## config.mk

```make
export PLATFORM = sky130hd
export DESIGN_NAME = fp_div_arbiter
export DESIGN_NICKNAME = d
export VERILOG_FILES = /design/src/rtl/fp_div_arbiter.sv
export SDC_FILE = /design/constraint.sdc
export NUM_CORES = 1
export LEC_CHECK = 0
export ABC_AREA = 0
export CORE_AREA = 2 2 154 156
export CTS_CLUSTER_DIAMETER = 200
export DETAILED_ROUTE_END_ITERATION = 7
export DIE_AREA = 0 0 156 158
export GPL_ROUTABILITY_DRIVEN = 0
export SYNTH_ARGS = -nofsm -noshare
export SYNTH_HDL_FRONTEND = slang
export SYNTH_SLANG_ARGS = --single-unit
```

## constraint.sdc

```tcl
create_clock -name clk -period 2.9 [get_ports clk]
set_input_delay 0.58 -clock clk [delete_from_list [all_inputs] [get_ports clk]]
set_output_delay 0.58 -clock clk [all_outputs]
set_load 0.1 [all_outputs]
```

## src/rtl/fp_div_arbiter.sv

```systemverilog
// Purpose : round-robin front end that shares one pipelined FP divider among NUM_REQ requesters.
// Latency : operands reach the divider 1 cycle after acceptance; rsp_valid is high DIV_LATENCY+1 cycles after acceptance.
// Backpres: one request accepted per cycle via one-hot req_ready; responses are never stalled.
//
// Ports:
//   clk, rst             clock, synchronous active-high reset
//   req_valid/req_a/req_b  per-requester operation (operands packed XLEN per requester)
//   req_ready            one-hot combinational grant
//   div_a/div_b          registered operands to the divider
//   div_result           divider quotient, valid DIV_LATENCY cycles after div_a/div_b
//   rsp_valid/rsp_id/rsp_data/rsp_dz  one-cycle response with divide-by-zero override
//   inflight             operations accepted but whose response cycle has not yet completed
module fp_div_arbiter #(
  parameter int XLEN        = 32,
  parameter int NUM_REQ     = 4,
  parameter int DIV_LATENCY = 3,
  parameter int IDW         = $clog2(NUM_REQ)
) (
  input  logic                               clk,
  input  logic                               rst,
  input  logic [NUM_REQ-1:0]                 req_valid,
  input  logic [NUM_REQ*XLEN-1:0]            req_a,
  input  logic [NUM_REQ*XLEN-1:0]            req_b,
  output logic [NUM_REQ-1:0]                 req_ready,
  output logic [XLEN-1:0]                    div_a,
  output logic [XLEN-1:0]                    div_b,
  input  logic [XLEN-1:0]                    div_result,
  output logic                               rsp_valid,
  output logic [IDW-1:0]                     rsp_id,
  output logic [XLEN-1:0]                    rsp_data,
  output logic                               rsp_dz,
  output logic [$clog2(DIV_LATENCY+2)-1:0]   inflight
);

  localparam int CW   = $clog2(DIV_LATENCY+2);
  localparam int EXPW = 8;
  localparam int MANW = XLEN - 1 - EXPW;

  // Arbitration state and divider operand registers
  logic [IDW-1:0]         r_ptr;
  logic [XLEN-1:0]        r_div_a;
  logic [XLEN-1:0]        r_div_b;

  // Tag pipe travelling alongside the divider
  logic [DIV_LATENCY-1:0] r_tag_vld;
  logic [DIV_LATENCY-1:0] r_tag_dz;
  logic [DIV_LATENCY-1:0] r_tag_sgn;
  logic [IDW-1:0]         r_tag_id [DIV_LATENCY];

  // Response registers
  logic                   r_rsp_vld;
  logic [IDW-1:0]         r_rsp_id;
  logic [XLEN-1:0]        r_rsp_data;
  logic                   r_rsp_dz;
  logic [CW-1:0]          r_inflight;

  // Combinational grant
  logic                   w_found;
  logic                   w_xfer;
  logic [IDW-1:0]         w_gnt_id;
  logic [IDW:0]           w_idx;
  logic [NUM_REQ-1:0]     w_grant;
  logic [XLEN-1:0]        w_sel_a;
  logic [XLEN-1:0]        w_sel_b;
  logic                   w_dz;
  logic                   w_sgn;
  logic                   w_last_vld;

  // Search upward from r_ptr with wraparound; the first valid requester wins.
  always_comb begin
    w_found  = 1'b0;
    w_gnt_id = '0;
    w_idx    = '0;
    for (int k = 0; k < NUM_REQ; k++) begin
      w_idx = {1'b0, r_ptr} + (IDW+1)'(k);
      if (w_idx >= (IDW+1)'(NUM_REQ)) begin
        w_idx = w_idx - (IDW+1)'(NUM_REQ);
      end
      if (!w_found && req_valid[w_idx[IDW-1:0]]) begin
        w_found  = 1'b1;
        w_gnt_id = w_idx[IDW-1:0];
      end
    end
    w_xfer  = w_found & ~rst;
    w_grant = w_xfer ? (NUM_REQ'(1) << w_gnt_id) : '0;
  end

  assign w_sel_a    = req_a[w_gnt_id*XLEN +: XLEN];
  assign w_sel_b    = req_b[w_gnt_id*XLEN +: XLEN];
  // Both +0 and -0 divisors count as zero; the sign of the infinity follows the quotient sign.
  assign w_dz       = (w_sel_b[XLEN-2:0] == '0);
  assign w_sgn      = w_sel_a[XLEN-1] ^ w_sel_b[XLEN-1];
  assign w_last_vld = r_tag_vld[DIV_LATENCY-1];

  always_ff @(posedge clk) begin
    if (rst) begin
      r_ptr      <= '0;
      r_div_a    <= '0;
      r_div_b    <= '0;
      r_tag_vld  <= '0;
      r_tag_dz   <= '0;
      r_tag_sgn  <= '0;
      for (int k = 0; k < DIV_LATENCY; k++) begin
        r_tag_id[k] <= '0;
      end
      r_rsp_vld  <= 1'b0;
      r_rsp_id   <= '0;
      r_rsp_data <= '0;
      r_rsp_dz   <= 1'b0;
      r_inflight <= '0;
    end else begin
      if (w_xfer) begin
        r_div_a <= w_sel_a;
        r_div_b <= w_sel_b;
        if (w_gnt_id == IDW'(NUM_REQ-1)) begin
          r_ptr <= '0;
        end else begin
          r_ptr <= w_gnt_id + IDW'(1);
        end
      end

      // Tag pipe shifts every cycle; only the valid bit matters when no transfer happened.
      r_tag_vld[0] <= w_xfer;
      r_tag_dz[0]  <= w_dz;
      r_tag_sgn[0] <= w_sgn;
      r_tag_id[0]  <= w_gnt_id;
      for (int k = 1; k < DIV_LATENCY; k++) begin
        r_tag_vld[k] <= r_tag_vld[k-1];
        r_tag_dz[k]  <= r_tag_dz[k-1];
        r_tag_sgn[k] <= r_tag_sgn[k-1];
        r_tag_id[k]  <= r_tag_id[k-1];
      end

      r_rsp_vld <= w_last_vld;
      r_rsp_dz  <= w_last_vld & r_tag_dz[DIV_LATENCY-1];
      if (w_last_vld) begin
        r_rsp_id   <= r_tag_id[DIV_LATENCY-1];
        r_rsp_data <= r_tag_dz[DIV_LATENCY-1]
                      ? {r_tag_sgn[DIV_LATENCY-1], {EXPW{1'b1}}, {MANW{1'b0}}}
                      : div_result;
      end

      // An operation stops counting once its response cycle has completed.
      case ({w_xfer, r_rsp_vld})
        2'b10:   r_inflight <= r_inflight + CW'(1);
        2'b01:   r_inflight <= r_inflight - CW'(1);
        default: r_inflight <= r_inflight;
      endcase
    end
  end

  assign req_ready = w_grant;
  assign div_a     = r_div_a;
  assign div_b     = r_div_b;
  assign rsp_valid = r_rsp_vld;
  assign rsp_id    = r_rsp_id;
  assign rsp_data  = r_rsp_data;
  assign rsp_dz    = r_rsp_dz;
  assign inflight  = r_inflight;

endmodule

```

# Yosys cells after proc, flatten, opt, wreduce, memory -nomap -nowiden
# Memory sizes are Yosys's and may differ from the RTL's. A register that Yosys moved wholly into a read port is not among the register bits.
# Cells that the tools add are included.
[op_classes]
addsub = 10
magnitude_cmp = 8
eq_ne = 3
shift = 3
muxes = 30
n_bitwise = 7
reduce_logical = 8
[ops]
columns = ["cell", "count"]
rows = [
  ["variable part select 128 x 8 -> 32 bit", 2],
  ["2-to-1 mux 32 bit", 1],
  ["zero test 31 bit", 1],
  ["2-to-1 mux 2 bit", 12],
  ["< comparator 2 x 3 -> 1 bit, second input constant", 4],
  ["2-to-1 mux 1 bit", 11],
  [">= comparator 3 bit, second input constant", 3],
  ["binary-select mux 1 bit (select 2 bit)", 4],
  ["subtractor 2 x 1 -> 2 bit, second input constant", 4],
  ["adder 2 x 2 -> 3 bit, second input constant", 2],
  ["one-hot mux 3 bit (2 select lines)", 1],
  ["equality test 2 bit, second input constant", 2],
  ["2-to-1 mux 4 bit", 1],
  ["<< shifter 1 x 2 -> 4 bit, first input constant", 1],
  ["adder 2 x 1 -> 3 bit, second input constant", 1],
  ["adder 3 x 1 -> 3 bit, second input constant", 1],
  [">= comparator 2 x 3 -> 1 bit, second input constant", 1],
  ["logical AND 1 bit", 3],
  ["zero test 1 bit", 3],
  ["OR 1 bit", 3],
  ["subtractor 3 x 1 -> 3 bit, second input constant", 1],
  ["adder 2 x 1 -> 2 bit, second input constant", 1],
  ["AND 1 bit", 2],
  ["equality test 2 x 1 -> 1 bit, second input constant", 1],
  ["other kinds (3)", 3],
]
[totals]
regBits = 112
ramBits = 6
in_bits = 294
word_cells = 80
mem_count = 1
[mem_list]
columns = ["name", "depth", "word_bits", "rd", "rd_ports_with_merged_regs", "wr", "line_no", "source"]
rows = [
  ["r_tag_id", 3, 2, 3, 1, 3, "48", "logic [IDW-1:0] r_tag_id [DIV_LATENCY];"],
]

# Logic depth before layout (Yosys ltp)
# Gate-level depths: netlist of run 1.
[logic_depth]
depth_word = 17
ltp_mapped = 11

# Least setup slack after synthesis of run 1
# Ideal clock, no wire load.
[synth_path]
path_kind = "input port to output port"
from = "input req_valid[2]"
to = "output req_ready[2]"
t_arrival_ps = 2679
t_required_ps = 2320
path_slack_ps = -359
cell_stages = 9
n_path_buf = 3
path_cell_list = "nor2b_1 nor2_1 o221a_2 buf_2 inv_2 buf_2 buf_1 ha_1 and2_1"
[synth_between]
elab_chain_len = 14
[synth_lines]
columns = ["item", "line_no", "source"]
rows = [
  ["start, declared", "21", "input logic [NUM_REQ-1:0] req_valid,"],
  ["binary-select mux 1 bit (select 2 bit)", "79", "if (!w_found && req_valid[w_idx[IDW-1:0]]) begin"],
  ["2-to-1 mux 1 bit (not written as such)", "79", ""],
  ["2-to-1 mux 1 bit", "79", ""],
  ["zero test 1 bit", "79", ""],
  ["logical AND 1 bit", "79", ""],
  ["2-to-1 mux 1 bit", "79", ""],
  ["zero test 1 bit", "79", ""],
  ["logical AND 1 bit", "79", ""],
  ["2-to-1 mux 1 bit", "79", ""],
  ["zero test 1 bit", "79", ""],
  ["logical AND 1 bit", "79", ""],
  ["2-to-1 mux 2 bit / 2-to-1 mux 1 bit (equally long branches)", "79", ""],
  ["<< shifter 1 x 2 -> 4 bit / AND 1 bit (equally long branches)", "85, 84", ""],
  ["2-to-1 mux 4 bit (*)", "85", "w_grant = w_xfer ? (NUM_REQ'(1) << w_gnt_id) : '0;"],
  ["end, declared", "24", "output logic [NUM_REQ-1:0] req_ready,"],
]
# Mark *: on every way between the ends. The rest lies on a longest branch, timed or not. The select of a mux whose other input is x is not followed.

# Worst setup path after layout of run 1
[layout_path]
from = "input req_valid[2]"
to = "output req_ready[0]"
# The elaborated chain is that of the path after synthesis.

==> flow_summary.ini, run 1 <==
[setup_path]
start_kind = input pin
path_max_fanout = 4
crit_path_end_kind = output port
crit_type = input pin to output port
cp.arrival_ns = 2.20
required_ns = 2.32

[clocking]
cts_buffers = 17
cts_sinks = 120
cts_max_level = 4
clock_path_buffers = 2
clk_pin_slew_ns = 0.06
root_buffer = clkbuf_16
insertion_delay_ns = 0.41
cts_tree = done

[timing]
finalSetupTns_ns = 0
finalSetupViolCount = 0
slew_headroom = 0.436
worstMarginPinSlew_ns = 0.845
final_hold_viol_count = 0
final.setup_skew_ns = 0.0150
layout_min_cycle_time_ns = 2.78
fmax_ghz = 0.359
rsz0062_at_grt = false
finalMaxSlewViolations = 0
fin_crit_sh = 0.959
whs_ns = 0.438

[synthesis]
synth_flop_cell = dfxtp_1
syn_inst = 888
netlist-cell-type-count = 38
synth_seq_area_share = 0.373
post_synth_instance_area_um2 = 6440
yosys-top-cells-area = dfxtp_1 37%, nand2_1 11%, nand3_1 7.2%
synth-async-reset-ratio = 0
yosys_warnings = 0
synth_fp_nets = 1188
synthTopCellsByCount = 197 x nand2_1, 120 x dfxtp_1, 93 x nand3_1
synth_top_area_cell = dfxtp_1
synth_area_per_cell_um2 = 7.25
synth_edf_count = 0
ys_ff_latch = 120
synth_top_area_frac = 0.373
synth_most_common_cell = nand2_1

[global_route]
antenna_found_initial = 1
grt_max_degree = 75
overflow = 0
grt_pass1_vias = 7603
grt_pass1_wl_mm = 42.8
grtUsageTotal = 0.226

[cells_and_area]
final_util = 0.495
area_delta_synth_final_pct = 77.3
drive_gt1_frac = 0.169
num_antenna_cells = 0
stdcell_count = 1587
nets = 1584

[hold_path]
hold_class = flip-flop to flip-flop

[drt]
drc = 0
wire_per_inst_um = 18.2
vias = 7779
wl_mm = 28.8
drt-initial-drc-count = 490
final_antenna_net_count = 0
drt-vias-per-instance = 4.90
drt_pass1_iterations = 5

[die]
die_area_um2 = 24600
core.rowCount = 56
coreArea_um2 = 23100
die_h_um = 158
fp.dieW_um = 156
start_util = 0.279
io-pin-count = 401

[placed_design]
hpwl_mm = 21.7
port_buffers = 400
dp.cells = 1550

[run]
maxCapViolations = 0

[power_and_ir_drop]
p_leak_nw = 4.93
ir_worst_vdd_uv = 477
power_density_nw_per_um2 = 729

[run_status]
status = finished, final reports clean
-- layer usage --
layer / part of all wire / track usage
met4: 0.028 / 0.0769
met3: 0.066 / 0.0572
met2: 0.48 / 0.388
met1: 0.42 / 0.276
met5: 0 / 0
-- per-stage QoR --
step / power (W) / setup slack, ns / instance area [um2]
floorplan: 0.00476 / 0.0609 / 6450
global placement: 0.00610 / -0.335 / 10700
detailed placement: 0.00611 / -0.339 / 10700
CTS: 0.00840 / 0.114 / 11400
global route: 0.00872 / 0.00611 / 11400
finish: 0.00832 / 0.118 / 11400
-- sequential cells by signal, indices dropped and copies added, names as in the netlist --
register	flops
div_a	32
div_b	32
inflight	3
r_ptr	2
r_tag_dz	3
r_tag_id	6
r_tag_sgn	3
r_tag_vld	3
rsp_data	32
rsp_dz	1
rsp_id	2
rsp_valid	1
-- cell type report --
type                    instances  area, um2
clock buffers                  18        439
clock inverters                14        163
fillers                      2338      11600
inverters                       3       18.8
multi-input cells             683       3700
flip-flops and latches        120       2400
well taps                     290        363
repair buffers                459       4330
-- repair_timing --
item | CTS | global route
buffers inserted | 4 | 0
hold buffers | 0 | 0
endpoints found under the setup margin | 4 | 0
resized for setup | 14 | 0
hold endpoints to repair | 0 | 0
-- power by group --
group,total [W],switching [W],internal (W),leakage (nW)
Combinational,0.00413,0.00274,0.00139,3.65
Clock,0.00218,0.000865,0.00131,0.289
Sequential,0.00201,0.000127,0.00188,0.990
-- final timing paths --
| check | endpoint | cells past startpoint | startpoint | slack (ns) |
|---|---|---|---|---|
| worst min register to register | r_tag_id[2][1] | 1 | r_tag_id[1][1] | 0.44 |
| worst max register to register | r_tag_dz[0] | 10 | r_ptr[1] | 0.21 |
| worst min-delay path | r_tag_id[2][1] | 1 | r_tag_id[1][1] | 0.44 |
| worst max-delay path | req_ready[0] | 10 | req_valid[2] | 0.12 |
-- cells in the final DEF, fill, tap and decap left out, types with 10 or more instances in the layout --
| master | Yosys | layout |
|---|---|---|
| o22ai_1 | 23 | 23 |
| clkdlybuf4s50_1 | 0 | 288 |
| clkbuf_16 | 0 | 17 |
| nor2_1 | 45 | 44 |
| nor2b_1 | 39 | 37 |
| nand2_1 | 197 | 197 |
| nand3_1 | 93 | 93 |
| a211oi_1 | 61 | 61 |
| a21oi_1 | 87 | 87 |
| and3_1 | 64 | 64 |
| buf_4 | 1 | 155 |
| or3_1 | 32 | 32 |
| dfxtp_1 | 120 | 120 |
| buf_12 | 0 | 10 |
-- cell families (layout without fill, tap and decap cells) --
| group | Yosys count | in the layout | share of synthesized area |
|---|---|---|---|
| adder cells (fa/ha/maj) | 6 | 6 | 0.0128 |
| XOR/XNOR | 3 | 3 | 0.00408 |
| AO/OA/AOI/OAI | 186 | 186 | 0.183 |
| multiplexers | 4 | 4 | 0.00622 |
| flip-flops | 120 | 120 | 0.373 |
| AND/OR/NAND/NOR | 484 | 484 | 0.360 |
| buffers and inverters | 85 | 494 | 0.0610 |
-- critical path, stage by stage --
cell	delay, ns
dlygate4sd2_1	0.26
nor2b_1	0.15
buf_4	0.14
o21ai_2	0.14
o221a_4	0.23
inv_2	0.06
buf_4	0.15
ha_1	0.19
and2_4	0.14
buf_12	0.16
Power figures use the tool's default switching activity.
==> inputs of run 2 (changes only) <==
--- a/config.mk
+++ b/config.mk
@@ -6,6 +6,7 @@
 export NUM_CORES = 1
 export LEC_CHECK = 0
 export ABC_AREA = 0
+export CAP_MARGIN = 25
 export CORE_AREA = 2 2 154 156
 export CTS_CLUSTER_DIAMETER = 200
 export DETAILED_ROUTE_END_ITERATION = 7
==> results of run 2 <==
The final DEF is identical to that of run 1; final timing and power are the same.
==> inputs of run 3 (changes only) <==
--- a/config.mk
+++ b/config.mk
@@ -12,6 +12,7 @@
 export DETAILED_ROUTE_END_ITERATION = 7
 export DIE_AREA = 0 0 156 158
 export GPL_ROUTABILITY_DRIVEN = 0
+export RECOVER_POWER = 100
 export SYNTH_ARGS = -nofsm -noshare
 export SYNTH_HDL_FRONTEND = slang
 export SYNTH_SLANG_ARGS = --single-unit
==> flow_summary.ini, run 3 (same netlist as run 1, synthesis figures left out) <==
[global_route]
overflow = 0
grt_pass1_vias = 7603
grt_pass1_wl_mm = 42.8
grtUsageTotal = 0.226
antenna_found_initial = 0
grt_max_degree = 75

[cells_and_area]
final_common_cell = clkdlybuf4s50_1
fillers = 2420
area_delta_synth_final_pct = 70.4
num_antenna_cells = 0
fin_area_um2 = 11000
nets = 1584
final_cell_mix = 288 x clkdlybuf4s50_1, 197 x nand2_1, 120 x dfxtp_1
drive_gt1_frac = 0.0848

[timing]
final_hold_viol_count = 0
final.setup_skew_ns = 0.0146
rsz0062_at_grt = false
finalSetupViolCount = 0
fin_crit_sh = 0.962
fmax_ghz = 0.359
finalSetupTns_ns = 0
whs_ns = 0.439
worstMarginPinSlew_ns = 1.96
finalMaxSlewViolations = 118
layout_min_cycle_time_ns = 2.79
slew_headroom = -0.304

[clocking]
clock_path_buffers = 2
clk_pin_slew_ns = 0.06
hold_buffers = 0
cts_max_level = 4
root_buffer = clkbuf_16
insertion_delay_ns = 0.41
cts_sinks = 120
cts_buffers = 17
cts_tree = done

[setup_path]
crit_type = input pin to output port
required_ns = 2.32
path_max_fanout = 4
cp.arrival_ns = 2.21
start_kind = input pin
crit_path_end_kind = output port

[power_and_ir_drop]
switching_share = 0.458
combPwrFrac = 0.485
clock_power_share = 0.268
power_density_nw_per_um2 = 740
p_leak_nw = 4.49
p_switching_w = 0.00372
ir_worst_vdd_uv = 430
p_int_w = 0.00440
p_seq_frac = 0.247

[die]
die_area_um2 = 24600
die_h_um = 158
io-pin-count = 401
start_util = 0.279
core.rowCount = 56
coreArea_um2 = 23100
fp.dieW_um = 156

[hold_path]
hold_class = flip-flop to flip-flop

[run]
maxCapViolations = 2

[drt]
drt_pass1_iterations = 5
wire_per_inst_um = 18.1
drc = 0
final_antenna_net_count = 0
drt-initial-drc-count = 459
wl_mm = 28.7
drt-vias-per-instance = 4.91
vias = 7786

[run_status]
violations = capacitance limit, slew limit
status = finished with violations

[placed_design]
port_buffers = 400
hpwl_mm = 21.7
place_area_um2 = 10700
[run 3: what timing repair did]
action | CTS | global route
setup endpoints to repair | 4 | 0
resized for setup | 14 | 0
endpoints found under the hold margin | 0 | 0
setup buffers | 4 | 0
[run 3: critical path: stages]
cell	delay [ns]
dlygate4sd2_1	0.26
nor2b_1	0.15
buf_4	0.14
o21ai_2	0.15
o221a_4	0.23
inv_2	0.06
buf_4	0.15
ha_1	0.19
and2_4	0.14
buf_12	0.16
[run 3: power by group through the flow]
stage	combinational, W	sequential (W)	clock (W)
final	0.00394	0.00200	0.00218
after global routing	0.00417	0.00203	0.00232
after CTS	0.00415	0.00201	0.00224
after detailed placement	0.00407	0.00204	0
after global placement	0.00406	0.00203	0
after floorplan	0.00130	0.00347	0
[run 3: final cells by class]
class,instances,area (um2),share of cell area
multi-input cells,683,3680,0.335
flip-flops and latches,120,2400,0.219
inverters,3,18.8,0.00171
clock buffers,18,439,0.0400
clock inverters,14,163,0.0148
well taps,290,363,0.0331
repair buffers,459,3910,0.356
[run 3: per-layer routing]
layer  part of all wire  track usage  vias to the layer above
met1               0.43        0.276                     3572
met5                  0            0                        -
met4              0.026       0.0769                        0
li1                   -            -                     3895
met3              0.064       0.0572                       41
met2               0.48        0.388                      278
[run 3: worst paths after layout]
check / start / to / slack (ns) / cells after the start
setup / recovery: req_valid[2] / req_ready[0] / 0.11 / 10
hold / removal: r_tag_id[1][1] / r_tag_id[2][1] / 0.44 / 1
setup reg to reg: r_ptr[1] / r_tag_dz[0] / 0.18 / 10
hold reg to reg: r_tag_id[1][1] / r_tag_id[2][1] / 0.44 / 1
[run 3: per-stage QoR]
| step | instances | worst slack [ns] | util | total power, W |
|---|---|---|---|---|
| floorplan | 888 | 0.0609 | - | 0.00476 |
| global placement | 1550 | -0.335 | 0.465 | 0.00610 |
| detailed placement | 1550 | -0.339 | 0.465 | 0.00611 |
| CTS | 1587 | 0.114 | 0.495 | 0.00840 |
| global route | 1587 | 0.00611 | 0.476 | 0.00852 |
| finish | 1587 | 0.111 | 0.476 | 0.00812 |
